--- config.mk ---
export PLATFORM = sky130hd
export DESIGN_NAME = slice_subtractor_12
export DESIGN_NICKNAME = d
export VERILOG_FILES = /design/src/rtl/slice_subtractor_12_pkg.sv /design/src/rtl/slice_subtractor_12_sub_slice3.sv /design/src/rtl/slice_subtractor_12.sv
export SDC_FILE = /design/constraint.sdc
export NUM_CORES = 1
export LEC_CHECK = 0
export ABC_AREA = 1
export BUFFER_PORTS_ARGS = -buffer_cell sky130_fd_sc_hd__buf_2
export CAP_MARGIN = 15
export CORE_ASPECT_RATIO = 0.6
export CORE_MARGIN = 4
export CORE_UTILIZATION = 45
export DETAILED_ROUTE_END_ITERATION = 10
export PLACE_DENSITY = 0.68
export SYNTH_ARGS = -nofsm -noshare
export SYNTH_HDL_FRONTEND = slang
export SYNTH_SLANG_ARGS = --single-unit
--- constraint.sdc ---
create_clock -name clk -period 5.1 [get_ports clk]
set_clock_uncertainty 0.15 [all_clocks]
set_input_delay 1.02 -clock clk [delete_from_list [all_inputs] [get_ports clk]]
set_output_delay 1.02 -clock clk [all_outputs]
set_load 0.05 [all_outputs]
--- src/rtl/slice_subtractor_12_pkg.sv ---
// slice_subtractor_12_pkg: default sizes and fsm state type shared by the slice subtractor files
package slice_subtractor_12_pkg;
  localparam int DEF_WIDTH = 12;
  localparam int DEF_SLICE = 3;
  localparam int DEF_NSLICE = DEF_WIDTH / DEF_SLICE;
  typedef enum logic [1:0] {IDLE, RUN, DONE} state_t;
endpackage

--- src/rtl/slice_subtractor_12_sub_slice3.sv ---
// sub_slice3: combinational borrow-ripple stage, d = x - y - bi over SLICE bits, bo = borrow out
module sub_slice3 #(
  parameter int SLICE = 3
) (
  input  logic [SLICE-1:0] x,
  input  logic [SLICE-1:0] y,
  input  logic             bi,
  output logic [SLICE-1:0] d,
  output logic             bo
);
  logic [SLICE:0] c;
  always_comb begin
    c = '0;
    d = '0;
    c[0] = bi;
    for (int i = 0; i < SLICE; i++) begin
      d[i] = x[i] ^ y[i] ^ c[i];
      c[i+1] = (~x[i] & y[i]) | (~(x[i] ^ y[i]) & c[i]);
    end
  end
  assign bo = c[SLICE];
endmodule

--- src/rtl/slice_subtractor_12.sv ---
// slice_subtractor_12: serial a-b-bin one slice per cycle; in_valid/in_ready in, out_valid/out_ready with diff,bout out
module slice_subtractor_12
  import slice_subtractor_12_pkg::*;
#(
  parameter int WIDTH = DEF_WIDTH,
  parameter int SLICE = DEF_SLICE
) (
  input  logic             clk,
  input  logic             rst_n,
  input  logic             in_valid,
  output logic             in_ready,
  input  logic [WIDTH-1:0] a,
  input  logic [WIDTH-1:0] b,
  input  logic             bin,
  output logic             out_valid,
  input  logic             out_ready,
  output logic [WIDTH-1:0] diff,
  output logic             bout
);
  localparam int NSLICE = WIDTH / SLICE;
  localparam int IW = NSLICE > 1 ? $clog2(NSLICE) : 1;
  localparam logic [IW-1:0] LAST = IW'(NSLICE - 1);
  state_t state;
  logic [WIDTH-1:0] a_r, b_r;
  logic [IW-1:0] idx;
  logic borrow_reg;
  logic [SLICE-1:0] d;
  logic bo;
  sub_slice3 #(.SLICE(SLICE)) u_sub (
    .x (a_r[idx*SLICE +: SLICE]),
    .y (b_r[idx*SLICE +: SLICE]),
    .bi(borrow_reg),
    .d (d),
    .bo(bo)
  );
  assign in_ready = state == IDLE;
  assign out_valid = state == DONE;
  assign bout = borrow_reg;
  always_ff @(posedge clk or negedge rst_n) begin
    if (!rst_n) begin
      state <= IDLE;
      a_r <= '0;
      b_r <= '0;
      idx <= '0;
      borrow_reg <= 1'b0;
      diff <= '0;
    end else if (state == IDLE) begin
      if (in_valid) begin
        a_r <= a;
        b_r <= b;
        borrow_reg <= bin;
        idx <= '0;
        state <= RUN;
      end
    end else if (state == RUN) begin
      diff[idx*SLICE +: SLICE] <= d;
      borrow_reg <= bo;
      idx <= idx == LAST ? idx : idx + 1'b1;
      state <= idx == LAST ? DONE : RUN;
    end else if (out_ready) begin
      state <= IDLE;
    end
  end
endmodule
==> results.cfg <==
[layout]
fill_cells = 411
syn_to_final_growth_pct = 14.0
final_nets = 337
drive_above_1_share_pct = 19.3
diodes = 0
regArea_um2 = 1030
multi_input_area_um2 = 908

[synth]
yosys_warnings = 0
synth_fp_nets = 297
yosysSeqAreaShare_pct = 49.0
syn_inst = 259
ys_ff_latch = 41
synth.distinct_cells = 21
yosys.area.top_type = dfrtp_1
synth_area_um2 = 2100
syn-mean-instance-area_um2 = 8.09
synth_top_area_share_pct = 49.0
yosys-top-cells-area = dfrtp_1 49%, nand2_1 22%, nand3_1 3.8%

[clock_network]
clock_path_buffers = 2
cts-hold-fix-buffers = 0
clk_pin_slew_ps = 80
clkSinkCount = 41
insertion_delay_ps = 290
cts_resized = 0
h-tree-depth = 2
cts_buffers = 5
cts_root_buf = clkbuf_8
cts_tree = yes
cts_setup_buffers = 0

[setup_path]
crit_fanout = 23
critPathRequiredTime_ps = 5180
path_class = register to register
worstSetupStartpointType = register
arrival_ps = 3350
worst_setup_path_end_kind = register

[worst_hold_path]
hold_class = register to register

[floorplan]
die_w_um = 96.1
fp-row-count = 18
die_area_um2 = 5850
coreArea_um2 = 4300
ios = 44
die_h_um = 60.9
start_util_pct = 48.7

[timing]
worstMarginPinSlew_ps = 899
rsz0062_at_grt = false
period_minus_slack_ps = 3280
maxSlewViolCount = 0
holdWs_ps = 328
setup_tns_ps = 0
fin_crit_sh_pct = 64.3
setup_viol = 0
finalHoldViolCount = 0
relSlewSlack_pct = 40.1
max_freq_ghz = 0.305
setup_ws_ps = 1820

[global_routing]
antenna_found_initial = 0
first_global_vias = 1507
overflow = 0
grt_max_degree = 42
grt.total_usage_pct = 16.3
grt_first_pass_wirelength_um = 7170

[drt]
drc_errors = 0
antenna_left = 0
vias_per_cell = 4.77
drt_iter0_markers = 97
route.vias.total = 1717
totalWireLength_um = 4450
firstDrtPassIters = 4
wl_per_cell_um = 12.3

[place]
post-place-ws_ps = 1860
port_buffers = 43
finalWeightedCongestion = 0.787
dp_hpwl_um = 3270

[pwr]
powerDensity_nw_per_um2 = 731
p_leak_nw = 1.34
peakVddDrop_uv = 369
power.total_mw = 1.75

[outcome]
outcome = finished, final reports clean

[run]
cap_violations = 0
## flip-flops by register name (all words and copies together) (netlist names)
signal	count
a_r	12
idx	2
diff	12
b_r	12
bout	1
state	2
## per-stage QoR
step                      cells  util, %  area (µm²)
final                       360     55.5        2390
after global routing        360     55.5        2390
after CTS                   360     55.5        2390
after detailed placement    352     53.6        2310
after floorplan             259        -        2100
after global placement      352     53.6        2310
## cell usage after synthesis
cell,instances
inv_1,19
inv_2,1
buf_4,2
o21ai_1,6
o22ai_1,1
o21ai_0,9
ha_1,6
nand3_1,16
nand2_4,2
buf_6,4
inv_4,1
nor2_8,1
o211ai_1,6
nand4_1,1
dfrtp_1,41
nor2_2,1
nor2_1,12
fa_1,3
or2_2,2
nand2_1,121
buf_2,4
## worst paths after layout
check	startpoint	end	slack [ps]	cells after the start
min	diff[8]	diff[8]	330	2
min in group asynchronous	rst_n	b_r[2]	710	1
max reg2reg	idx[0]	diff[2]	1820	12
max	idx[0]	diff[2]	1820	12
min reg2reg	diff[8]	diff[8]	330	2
max in group asynchronous	rst_n	diff[11]	3530	1
## logic make-up (layout without fill, tap and decap cells)
logic type	after synthesis	after routing	share of synthesized area (%)
buf+inv	31	72	7.70
flops	41	41	49.0
compound gates	22	22	6.03
fa+ha+maj	9	9	6.45
simple gates	156	156	30.9
## layout make-up
cell class	count	area share, %
inverter	21	3.40
tap	60	3.14
clock inverter	2	0.419
sequential	41	43.0
timing repair buffer	43	9.01
multi-input combinational	187	38.0
clock buffer	6	3.04
## critical path, cell delays in order (launching register included)
cell and delay, ps:
dfrtp_1 660, inv_1 440, o211ai_1 280, nand2_1 90, fa_1 360, inv_1 70, fa_1 160, inv_1 50
fa_1 450, or2_2 290, nor2_1 100, nand2_1 60, nand2_1 60
## metal layers
metal | routed length (µm) | GRT usage (%) | up-vias
met3 | 364 | 5.45 | 5
met2 | 1660 | 20.9 | 49
met4 | 31 | 4.25 | 0
met5 | 0 | 0 | -
li1 | - | - | 881
met1 | 2390 | 25.6 | 782
## power breakdown
part | internal (mW) | switching, mW | total [mW]
clock network | 0.0949 | 0.110 | 0.205
registers | 0.469 | 0.126 | 0.595
logic | 0.304 | 0.642 | 0.946
total | 0.868 | 0.878 | 1.75
## layout by cell type (no fill, tap or decap)
master      n
inv_2       1
dfrtp_1    41
or2_2       2
nor2_8      1
fa_1        3
clkinv_2    2
o211ai_1    6
inv_4       1
nor2_1     12
buf_2      43
nand3_1    16
o21ai_1     6
nand2_1   121
clkbuf_1    1
clkbuf_8    5
nand2_4     2
o21ai_0     9
o22ai_1     1
inv_1      19
ha_1        6
nand4_1     1
nor2_2      1
Power figures use the tool's default switching activity.
